## config.mk

```make
export PLATFORM = sky130hd
export DESIGN_NAME = hdmi_tx_cfg_sequencer
export DESIGN_NICKNAME = d
export VERILOG_FILES = /design/src/rtl/hdmi_tx_cfg_pkg.sv /design/src/rtl/hdmi_tx_intn_debounce.sv /design/src/rtl/hdmi_tx_cfg_sequencer.sv
export SDC_FILE = /design/constraint.sdc
export NUM_CORES = 1
export LEC_CHECK = 0
export ABC_AREA = 1
export BUFFER_PORTS_ARGS = -buffer_cell sky130_fd_sc_hd__clkbuf_2
export CAP_MARGIN = 20
export CORE_MARGIN = 8
export CORE_UTILIZATION = 62
export DETAILED_ROUTE_END_ITERATION = 16
export GPL_TIMING_DRIVEN = 0
export PLACE_DENSITY = 0.86
export SETUP_SLACK_MARGIN = 0.2
export SKIP_CTS_REPAIR_TIMING = 1
export SLEW_MARGIN = 10
export SYNTH_ARGS = -nofsm -noshare
export SYNTH_HDL_FRONTEND = slang
export SYNTH_HIERARCHICAL = 1
export SYNTH_SLANG_ARGS = --single-unit
```

## constraint.sdc

```tcl
create_clock -name clk -period 3.15 [get_ports clk]
set_clock_uncertainty 0.1 [all_clocks]
set_input_delay 0.315 -clock clk [delete_from_list [all_inputs] [get_ports clk]]
set_output_delay 0.315 -clock clk [all_outputs]
set_load 0.01 [all_outputs]
```

## src/rtl/hdmi_tx_cfg_pkg.sv

```systemverilog
// Shared definitions for the HDMI transmitter configuration sequencer.
//  - cfg_state_e : sequencer FSM state encoding
//  - CFG_END     : table register code marking the end of the table
//  - CFG_DELAY   : table register code for a delay entry (value = units of DELAY_UNIT cycles)
//  - max_u       : constant-expression helper for sizing counters
package hdmi_tx_cfg_pkg;

    typedef enum logic [3:0] {
        StIdle,
        StPwrWait,
        StFetch,
        StLatch,
        StReq,
        StWaitAck,
        StDelay,
        StNext,
        StDone,
        StError
    } cfg_state_e;

    localparam logic [7:0]  CFG_END    = 8'hFF;
    localparam logic [7:0]  CFG_DELAY  = 8'hFE;
    localparam int unsigned DELAY_UNIT = 1024;

    function automatic int unsigned max_u(input int unsigned a, input int unsigned b);
        return (a > b) ? a : b;
    endfunction

endpackage

```

## src/rtl/hdmi_tx_intn_debounce.sv

```systemverilog
// Synchronises and debounces the transmitter's active-low interrupt line.
// The 2-FF synchronised value must differ from the accepted value for DEBOUNCE consecutive
// cycles before it is accepted; an accepted 1->0 transition produces a one-cycle pulse.
//  clk     in  system clock
//  resetn  in  synchronous reset, active low
//  intn_i  in  raw asynchronous interrupt, active low
//  fall_o  out one-cycle pulse on an accepted falling edge
module hdmi_tx_intn_debounce
    import hdmi_tx_cfg_pkg::*;
#(
    parameter int unsigned DEBOUNCE = 1024
) (
    input  logic clk,
    input  logic resetn,
    input  logic intn_i,
    output logic fall_o
);

    localparam int unsigned CW = max_u($clog2(DEBOUNCE), 1);
    localparam logic [CW-1:0] CntMax = (DEBOUNCE == 0) ? '0 : CW'(DEBOUNCE - 1);

    logic          sync1_q, sync1_d;
    logic          sync2_q, sync2_d;
    logic          stable_q, stable_d;
    logic [CW-1:0] cnt_q, cnt_d;
    logic          fall_q, fall_d;

    always_comb begin
        sync1_d  = intn_i;
        sync2_d  = sync1_q;
        stable_d = stable_q;
        cnt_d    = '0;
        fall_d   = 1'b0;
        // Any cycle where the synchronised input agrees with the accepted value restarts the count.
        if (sync2_q != stable_q) begin
            if (cnt_q == CntMax) begin
                stable_d = sync2_q;
                fall_d   = stable_q & ~sync2_q;
            end else begin
                cnt_d = cnt_q + CW'(1);
            end
        end
    end

    // Idle level of the interrupt is high, so the chain resets to 1.
    always_ff @(posedge clk) begin
        if (!resetn) begin
            sync1_q  <= 1'b1;
            sync2_q  <= 1'b1;
            stable_q <= 1'b1;
            cnt_q    <= '0;
            fall_q   <= 1'b0;
        end else begin
            sync1_q  <= sync1_d;
            sync2_q  <= sync2_d;
            stable_q <= stable_d;
            cnt_q    <= cnt_d;
            fall_q   <= fall_d;
        end
    end

    assign fall_o = fall_q;

endmodule

```

## src/rtl/hdmi_tx_cfg_sequencer.sv

```systemverilog
// HDMI transmitter bring-up sequencer. Walks a register table held in an external synchronous
// ROM and issues one I2C byte-write per entry, with NAK retries, delay entries and an end
// marker. A debounced falling edge of hdmi_intn (hot-plug) re-runs the whole table.
//  clk, resetn         clock, synchronous active-low reset
//  start               pulse: run the table (ignored while busy)
//  hdmi_intn           asynchronous active-low interrupt from the transmitter
//  cfg_addr/cfg_data   table ROM read port, data valid one cycle after the address
//  i2c_req/dev/reg/data/ack/nak   byte-write handshake with the I2C master
//  busy, done, error, err_index   status towards the PS GPIO
module hdmi_tx_cfg_sequencer
    import hdmi_tx_cfg_pkg::*;
#(
    parameter int unsigned NUM_REGS  = 16,
    parameter logic [6:0]  DEV_ADDR  = 7'h39,
    parameter int unsigned PWR_WAIT  = 200000,
    parameter int unsigned RETRY_MAX = 3,
    parameter int unsigned DEBOUNCE  = 1024,
    localparam int unsigned AW = (NUM_REGS > 1) ? $clog2(NUM_REGS) : 1
) (
    input  logic          clk,
    input  logic          resetn,
    input  logic          start,
    input  logic          hdmi_intn,
    output logic [AW-1:0] cfg_addr,
    input  logic [15:0]   cfg_data,
    output logic          i2c_req,
    output logic [6:0]    i2c_dev,
    output logic [7:0]    i2c_reg,
    output logic [7:0]    i2c_data,
    input  logic          i2c_ack,
    input  logic          i2c_nak,
    output logic          busy,
    output logic          done,
    output logic          error,
    output logic [AW-1:0] err_index
);

    // One down-counter serves both the power-up wait and delay entries (max 255 * DELAY_UNIT).
    localparam int unsigned WaitW = max_u($clog2(PWR_WAIT + 1), $clog2(256 * DELAY_UNIT));
    localparam int unsigned RW    = max_u($clog2(RETRY_MAX + 1), 1);
    localparam logic [WaitW-1:0] PwrLoad  = (PWR_WAIT == 0) ? '0 : WaitW'(PWR_WAIT - 1);
    localparam logic [AW-1:0]    LastIdx  = AW'(NUM_REGS - 1);
    localparam logic [RW-1:0]    RetryMax = RW'(RETRY_MAX);

    cfg_state_e       state_q, state_d;
    logic [AW-1:0]    index_q, index_d;
    logic [RW-1:0]    retry_q, retry_d;
    logic [WaitW-1:0] wait_q, wait_d;
    logic             req_q, req_d;
    logic [7:0]       reg_q, reg_d;
    logic [7:0]       data_q, data_d;
    logic             busy_q, busy_d;
    logic             done_q, done_d;
    logic             error_q, error_d;
    logic [AW-1:0]    err_index_q, err_index_d;
    logic             pending_q, pending_d;
    logic             intn_fall;

    hdmi_tx_intn_debounce #(
        .DEBOUNCE(DEBOUNCE)
    ) u_intn_debounce (
        .clk   (clk),
        .resetn(resetn),
        .intn_i(hdmi_intn),
        .fall_o(intn_fall)
    );

    always_comb begin
        state_d     = state_q;
        index_d     = index_q;
        retry_d     = retry_q;
        wait_d      = wait_q;
        req_d       = req_q;
        reg_d       = reg_q;
        data_d      = data_q;
        busy_d      = busy_q;
        done_d      = done_q;
        error_d     = error_q;
        err_index_d = err_index_q;
        // Any number of hot-plug edges while busy collapse into this single flag.
        pending_d   = pending_q | intn_fall;

        unique case (state_q)
            StIdle: begin
                if (start || pending_q) begin
                    state_d   = StPwrWait;
                    pending_d = 1'b0;
                    done_d    = 1'b0;
                    error_d   = 1'b0;
                    index_d   = '0;
                    retry_d   = '0;
                    busy_d    = 1'b1;
                    wait_d    = PwrLoad;
                end
            end
            StPwrWait: begin
                if (wait_q == '0) begin
                    state_d = StFetch;
                end else begin
                    wait_d = wait_q - WaitW'(1);
                end
            end
            StFetch: begin
                state_d = StLatch;
            end
            StLatch: begin
                // cfg_data now reflects the address presented during FETCH.
                if (cfg_data[15:8] == CFG_END) begin
                    state_d = StDone;
                end else if (cfg_data[15:8] == CFG_DELAY) begin
                    if (cfg_data[7:0] == 8'd0) begin
                        state_d = StNext;
                    end else begin
                        wait_d  = WaitW'(cfg_data[7:0]) * WaitW'(DELAY_UNIT) - WaitW'(1);
                        state_d = StDelay;
                    end
                end else begin
                    reg_d   = cfg_data[15:8];
                    data_d  = cfg_data[7:0];
                    state_d = StReq;
                end
            end
            StReq: begin
                req_d   = 1'b1;
                state_d = StWaitAck;
            end
            StWaitAck: begin
                if (i2c_ack) begin
                    // Re-entry through StReq guarantees a low cycle between requests.
                    req_d = 1'b0;
                    if (!i2c_nak) begin
                        retry_d = '0;
                        state_d = StNext;
                    end else if (retry_q < RetryMax) begin
                        retry_d = retry_q + RW'(1);
                        state_d = StReq;
                    end else begin
                        retry_d     = '0;
                        err_index_d = index_q;
                        state_d     = StError;
                    end
                end
            end
            StDelay: begin
                if (wait_q == '0) begin
                    state_d = StNext;
                end else begin
                    wait_d = wait_q - WaitW'(1);
                end
            end
            StNext: begin
                if (index_q == LastIdx) begin
                    state_d = StDone;
                end else begin
                    index_d = index_q + AW'(1);
                    state_d = StFetch;
                end
            end
            StDone: begin
                done_d  = 1'b1;
                busy_d  = 1'b0;
                state_d = StIdle;
            end
            StError: begin
                error_d = 1'b1;
                busy_d  = 1'b0;
                state_d = StIdle;
            end
            default: begin
                state_d = StIdle;
            end
        endcase
    end

    always_ff @(posedge clk) begin
        if (!resetn) begin
            state_q     <= StIdle;
            index_q     <= '0;
            retry_q     <= '0;
            wait_q      <= '0;
            req_q       <= 1'b0;
            reg_q       <= '0;
            data_q      <= '0;
            busy_q      <= 1'b0;
            done_q      <= 1'b0;
            error_q     <= 1'b0;
            err_index_q <= '0;
            pending_q   <= 1'b0;
        end else begin
            state_q     <= state_d;
            index_q     <= index_d;
            retry_q     <= retry_d;
            wait_q      <= wait_d;
            req_q       <= req_d;
            reg_q       <= reg_d;
            data_q      <= data_d;
            busy_q      <= busy_d;
            done_q      <= done_d;
            error_q     <= error_d;
            err_index_q <= err_index_d;
            pending_q   <= pending_d;
        end
    end

    assign cfg_addr  = index_q;
    assign i2c_req   = req_q;
    assign i2c_dev   = DEV_ADDR;
    assign i2c_reg   = reg_q;
    assign i2c_data  = data_q;
    assign busy      = busy_q;
    assign done      = done_q;
    assign error     = error_q;
    assign err_index = err_index_q;

endmodule

```

### Word-level counts from Yosys, hierarchy flattened

Cells that the tools add are included.

| word-level totals | value |
|---|---|
| word-level logic and storage cells | 114 |
| register bits | 67 |
| input port bits | 22 |
| output and inout bits | 35 |

| operators by class | value |
|---|---|
| $add $sub $neg | 5 |
| equality and inequality tests | 23 |
| mux-type cells | 34 |
| reduce and logical (&&, ||, !) cells | 26 |
| order comparisons | 1 |
| bitwise gates (word level) | 8 |

Operators with widths:

| operator | number |
|---|---|
| two-way mux 18 bit | 5 |
| one-hot mux 18 bit (3 select lines) | 1 |
| two-way mux 4 bit | 11 |
| subtractor 18 x 1 -> 18 bit (second input constant) | 2 |
| one-hot mux 4 bit (8 select lines) | 1 |
| logical NOT 18 bit | 1 |
| != test 2 bit (second input constant) | 9 |
| == test 4 x 3 -> 1 bit (second input constant) | 4 |
| == test 8 bit (second input constant) | 2 |
| == test 4 bit (second input constant) | 3 |
| AND reduction 3 bit | 4 |
| nonzero test 2 bit | 6 |
| adder 10 x 1 -> 10 bit (second input constant) | 1 |
| == test 10 bit (second input constant) | 1 |
| AND reduction 2 bit | 5 |
| == test 4 x 2 -> 1 bit (second input constant) | 2 |
| logical NOT 8 bit | 1 |
| two-way mux 2 bit | 4 |
| one-hot mux 1 bit (2 select lines) | 4 |
| one-hot mux 4 bit (2 select lines) | 1 |
| AND reduction 4 bit | 2 |
| two-way mux 1 bit | 6 |
| NOT 1 bit | 6 |
| AND reduction 6 bit | 1 |
| other kinds (13) | 14 |

### Logic depth before layout (Yosys ltp)

| logic depth | value |
|---|---|
| word-level depth | 5 |
| gate-level depth with buffers | 12 |
| gate-level depth less buffers | 11 |

### By module

Netlist, hierarchy kept.

Modules (own cells, without submodules):

| module | instances | seq. area each (um^2) | cells each | area an instance (um^2) |
|---|---|---|---|---|
| hdmi_tx_cfg_sequencer | 1 | 1061.0 | 482 | 3168.0 |
| hdmi_tx_intn_debounce | 1 | 280.3 | 81 | 609.3 |

### Worst setup path before layout

No wires, ideal clock.

| timing path | value |
|---|---|
| path kind | reg-to-reg |
| from | register wait_q[0] |
| to | register wait_q[1] |
| period minus slack after synthesis | 1.663 ns |
| setup time | 0.135 ns |
| path slack | 1.487 ns |
| path buffers | 1 |
| stages on the path, launching flop included | 11 |
| data required time | 2.915 ns |
| arrival time | 1.428 ns |
| cell sequence | dfxtp_1 -> inv_1 -> ha_1 -> nand2_1 -> nor2_4 -> nand4_4 -> nand3_4 -> buf_8 -> nand2_1 -> nand2_1 -> nor2_1 |

| on the way | value |
|---|---|
| longest elaborated chain between the ends | 3 |
| elaborated cells on any way between the ends | 6 |
| classes of those cells | add/sub: 1; eq/ne: 1; mux: 2; reduce/logical: 2 |

RTL lines:

| what | line | text |
|---|---|---|
| from (decl) | hdmi_tx_cfg_sequencer.sv:48 | `logic [WaitW-1:0] wait_q, wait_d;` |
| from (signal assigned) | hdmi_tx_cfg_sequencer.sv:193 | `wait_q <= wait_d;` |
| subtractor 18 x 1 -> 18 bit or logical NOT 18 bit (tied branches) | -- |  |
| two-way mux 18 bit or != test 2 bit (tied branches) | -- |  |
| one-hot mux 18 bit (3 select lines) or AND reduction 6 bit (tied branches) | -- |  |

Several ways; a longest one is shown, not always the timed one. The select of a mux whose other input is x is not followed.
A chain may end at the register's enable or synchronous reset.

### Worst setup path after layout

| timing path | value |
|---|---|
| from | register wait_q[0] |
| to | register state_q[1] |

| on the way | value |
|---|---|
| longest elaborated chain between the ends | 3 |
| elaborated cells on any way between the ends | 4 |
| classes of those cells | eq/ne: 2; reduce/logical: 2 |

RTL lines:

| what | line | text |
|---|---|---|
| logical NOT 18 bit * | hdmi_tx_cfg_sequencer.sv:97, hdmi_tx_cfg_sequencer.sv:145 |  |
| != test 2 bit (no source line) | -- |  |
| AND reduction 4 bit (no source line) * | -- |  |
| to (signal assigned) | hdmi_tx_cfg_sequencer.sv:177 | `state_q <= StIdle;` |
| to (signal assigned) | hdmi_tx_cfg_sequencer.sv:190 | `state_q <= state_d;` |
| to (decl) | hdmi_tx_cfg_sequencer.sv:45 | `cfg_state_e state_q, state_d;` |

Mark *: on every way between the ends. The rest lies on a longest branch, timed or not.

==> impl_metrics.ini <==
[sta]
fmax_ghz = 0.505
slew_violations = 0
rsz0062_at_grt = false
setup_viol_count_final = 0
period_share_pct = 62.8
slew_headroom_pct = 57.4
worstMarginPinSlew_ns = 0.639
period_needed_ns = 1.98
hold_violations = 0
finalSetupTns_ns = 0

[critical_path]
critPathLaunchType = flop
cp_max_fo = 6
crit_arrival_ns = 2.11
crit_slowest_cell = dfxtp_1
r2r_cells = 9
worst-path-stages = 9
path_buf_inv = 1
critical_path_class = reg2reg
crit_path_start = wait_q[0]$_SDFFE_PN0P_
timing.rr.end = state_q[1]$_SDFFE_PN0P_
endpoint_kind = flop
timing.rr.start = wait_q[0]$_SDFFE_PN0P_
critPathMaxStageDelay_ns = 0.30
endpoint = state_q[1]$_SDFFE_PN0P_
r2r_slack_ns = 1.17
crit_chain = inv_1, ha_1, nand2_1, nor2_4, nand3_1, nand2_1, nand2_1, o21ai_0, a21oi_1
critPathTopFamily = simple AND/OR/NAND/NOR gates
crit_top_cell = nand2_1
cp.required_ns = 3.28

[status]
status = complete, no violations

[place]
place_hpwl_um = 6850
portBuffers = 49
gp_congestion = 0.929
placed_cell_area_um2 = 4140

[global_route]
grt_start_max_net_pins = 12
antenna_found_initial = 0
gr-usage-all-layers_pct = 20.8
grt_pass1_vias = 3492
overflow = 0
grt_pass1_wl_um = 15000

[power]
power_density_nw_per_um2 = 827
seqPwrFrac_pct = 32.2
leakage_nw = 2.05
p_clk_share_pct = 20.1
p_sw_mw = 1.58
p_int_mw = 2.00
switching_share_pct = 44.0
power.total_mw = 3.58
combPwrFrac_pct = 47.7
ir_worst_vdd_mv = 0.478

[final_layout]
final_area_um2 = 4330
antennaDiodeCount = 0
reg.largest.list = wait_q: 18 flops, u_intn_debounce/cnt_q: 10 flops
nets = 657
syn_to_final_growth_pct = 14.6
fillers = 500
drive_gt1_share_pct = 20.4
largest-register = wait_q
fin_util_pct = 73.1
largest_reg_flops = 18

[route]
drtAntennaViolNets = 0
drt-total-wl_um = 8990
dr.pass1.iters = 4
first_iter_violations = 181
vias = 3722
drc_errors = 0
wl_per_cell_um = 12.7
viasPerCell = 5.26

[synth]
netlist_area_um2 = 3780
synth_warnings = 6
ys_types = 35
ys_seq_elements = 67
synthArstFlopShare_pct = 0
synth_flop_cell = dfxtp_1
synth-seq-area-share_pct = 35.5
synth-edff-count = 0
syn_area_per_cell_um2 = 6.71
syn-instance-count = 563

[floorplanning]
ios = 57
start_util_pct = 63.8
num_rows = 28
coreArea_um2 = 5920
die_w_um = 94.1
die_h_um = 94.1
die_area_um2 = 8850

[cts]
worstSkewPairLatency_ns = 0.35
h-tree-depth = 3
root_buffer = clkbuf_8
path_clk_slew_ns = 0.07
clock_path_buffers = 2
tritoncts = done
cts.sinks = 67
numCtsBuffers = 9

[min_path]
min_path_type = in2reg

[flow_run]
drv_cap = 0
## metrics by stage
stage	worst slack (ns)	cells	hold slack, ns
global placement	1.25	692	0.288
global route	0.962	708	0.0591
floorplan	1.49	568	0.280
detailed placement	1.22	692	0.292
finish	1.17	708	0.0543
CTS	1.21	708	0.0481
## synth_stat cells, types with 7 or more instances
| master | number | area share, % |
|---|---|---|
| nand2_1 | 116 | 12 |
| nor2_1 | 95 | 9.4 |
| dfxtp_1 | 67 | 36 |
| inv_1 | 59 | 5.9 |
| nand3_1 | 46 | 6.1 |
| o21ai_0 | 34 | 4.5 |
| a21oi_1 | 31 | 4.1 |
| nand2_2 | 18 | 3.0 |
| nor2_2 | 11 | 1.8 |
| nor3_1 | 9 | 1.2 |
| a21oi_2 | 8 | 1.9 |
| buf_4 | 7 | 1.4 |
| ha_1 | 7 | 2.3 |
## placed cells by master (no fill, tap or decap), drive strengths merged
| master | count |
|---|---|
| xor2 | 5 |
| o21ai | 34 |
| xnor2 | 4 |
| or2 | 3 |
| a211oi | 2 |
| clkinv | 1 |
| conb | 7 |
| a221oi | 1 |
| dfxtp | 67 |
| a22oi | 2 |
| a21oi | 39 |
| o21bai | 2 |
| buf | 15 |
| nand2 | 136 |
| clkinvlp | 2 |
| nor3 | 9 |
| a31oi | 1 |
| inv | 65 |
| nor3b | 1 |
| ha | 7 |
| clkbuf | 65 |
| nand4 | 7 |
| nand3 | 47 |
| bufinv | 1 |
| nor2 | 110 |
## final cells by class
cell class                      count  area (um^2)  share of cell area [%]
Clock inverter                      4         50.0                    1.16
Buffer                             19          126                    2.92
Multi-Input combinational cell    417         2080                    48.1
Clock buffer                       12          145                    3.35
Timing Repair Buffer               49          245                    5.66
Inverter                           65          244                    5.63
Sequential cell                    67         1340                    31.0
Tap cell                           75         93.8                    2.17
## power by group through the flow
stage	sequential (mW)	combinational, mW	clock [mW]
after floorplan	1.17	1.31	0
final	1.15	1.71	0.722
after detailed placement	1.17	1.69	0
after global placement	1.16	1.65	0
after CTS	1.15	1.70	0.731
after global routing	1.18	1.93	0.765
## cells by family (layout without fill, tap and decap cells)
logic type      count (synthesis)  after routing  share of synthesized area, %
compound gates                 81             81                          12.1
other cells                     2              7                         0.199
fa+ha+maj                       7              7                          2.32
buf+inv                        84            149                          9.80
flops                          67             67                          35.5
xor+xnor                        9              9                          2.09
simple gates                  313            313                          38.0
## tightest hold or removal path: stages
cell and delay [ns]:
clkbuf_2 0.08, inv_1 0.03, nand2_1 0.04
## how the worst min path moves through the flow
stage / to / slack [ns] / from / cells after the start
3_3_place_gp: u_intn_debounce/sync2_q$_SDFF_PN1_ / 0.29 / u_intn_debounce/sync1_q$_SDFF_PN1_ / 2
5_1_grt: u_intn_debounce/sync1_q$_SDFF_PN1_ / 0.06 / hdmi_intn / 3
2_1_floorplan: u_intn_debounce/sync2_q$_SDFF_PN1_ / 0.28 / u_intn_debounce/sync1_q$_SDFF_PN1_ / 2
6_report: u_intn_debounce/sync1_q$_SDFF_PN1_ / 0.05 / hdmi_intn / 3
3_5_place_dp: u_intn_debounce/sync2_q$_SDFF_PN1_ / 0.29 / u_intn_debounce/sync1_q$_SDFF_PN1_ / 2
4_1_cts: u_intn_debounce/sync1_q$_SDFF_PN1_ / 0.05 / hdmi_intn / 3
## layer usage
metal / vias to the layer above / GRT usage, % / routed length [um]
li1: 1915 / - / -
met1: 1672 / 24.5 / 3960
met2: 121 / 35.6 / 4350
met3: 14 / 3.52 / 539
met4: 0 / 9.91 / 142
met5: - / 0 / 0
No activity file was read; power rests on OpenSTA's default activity.
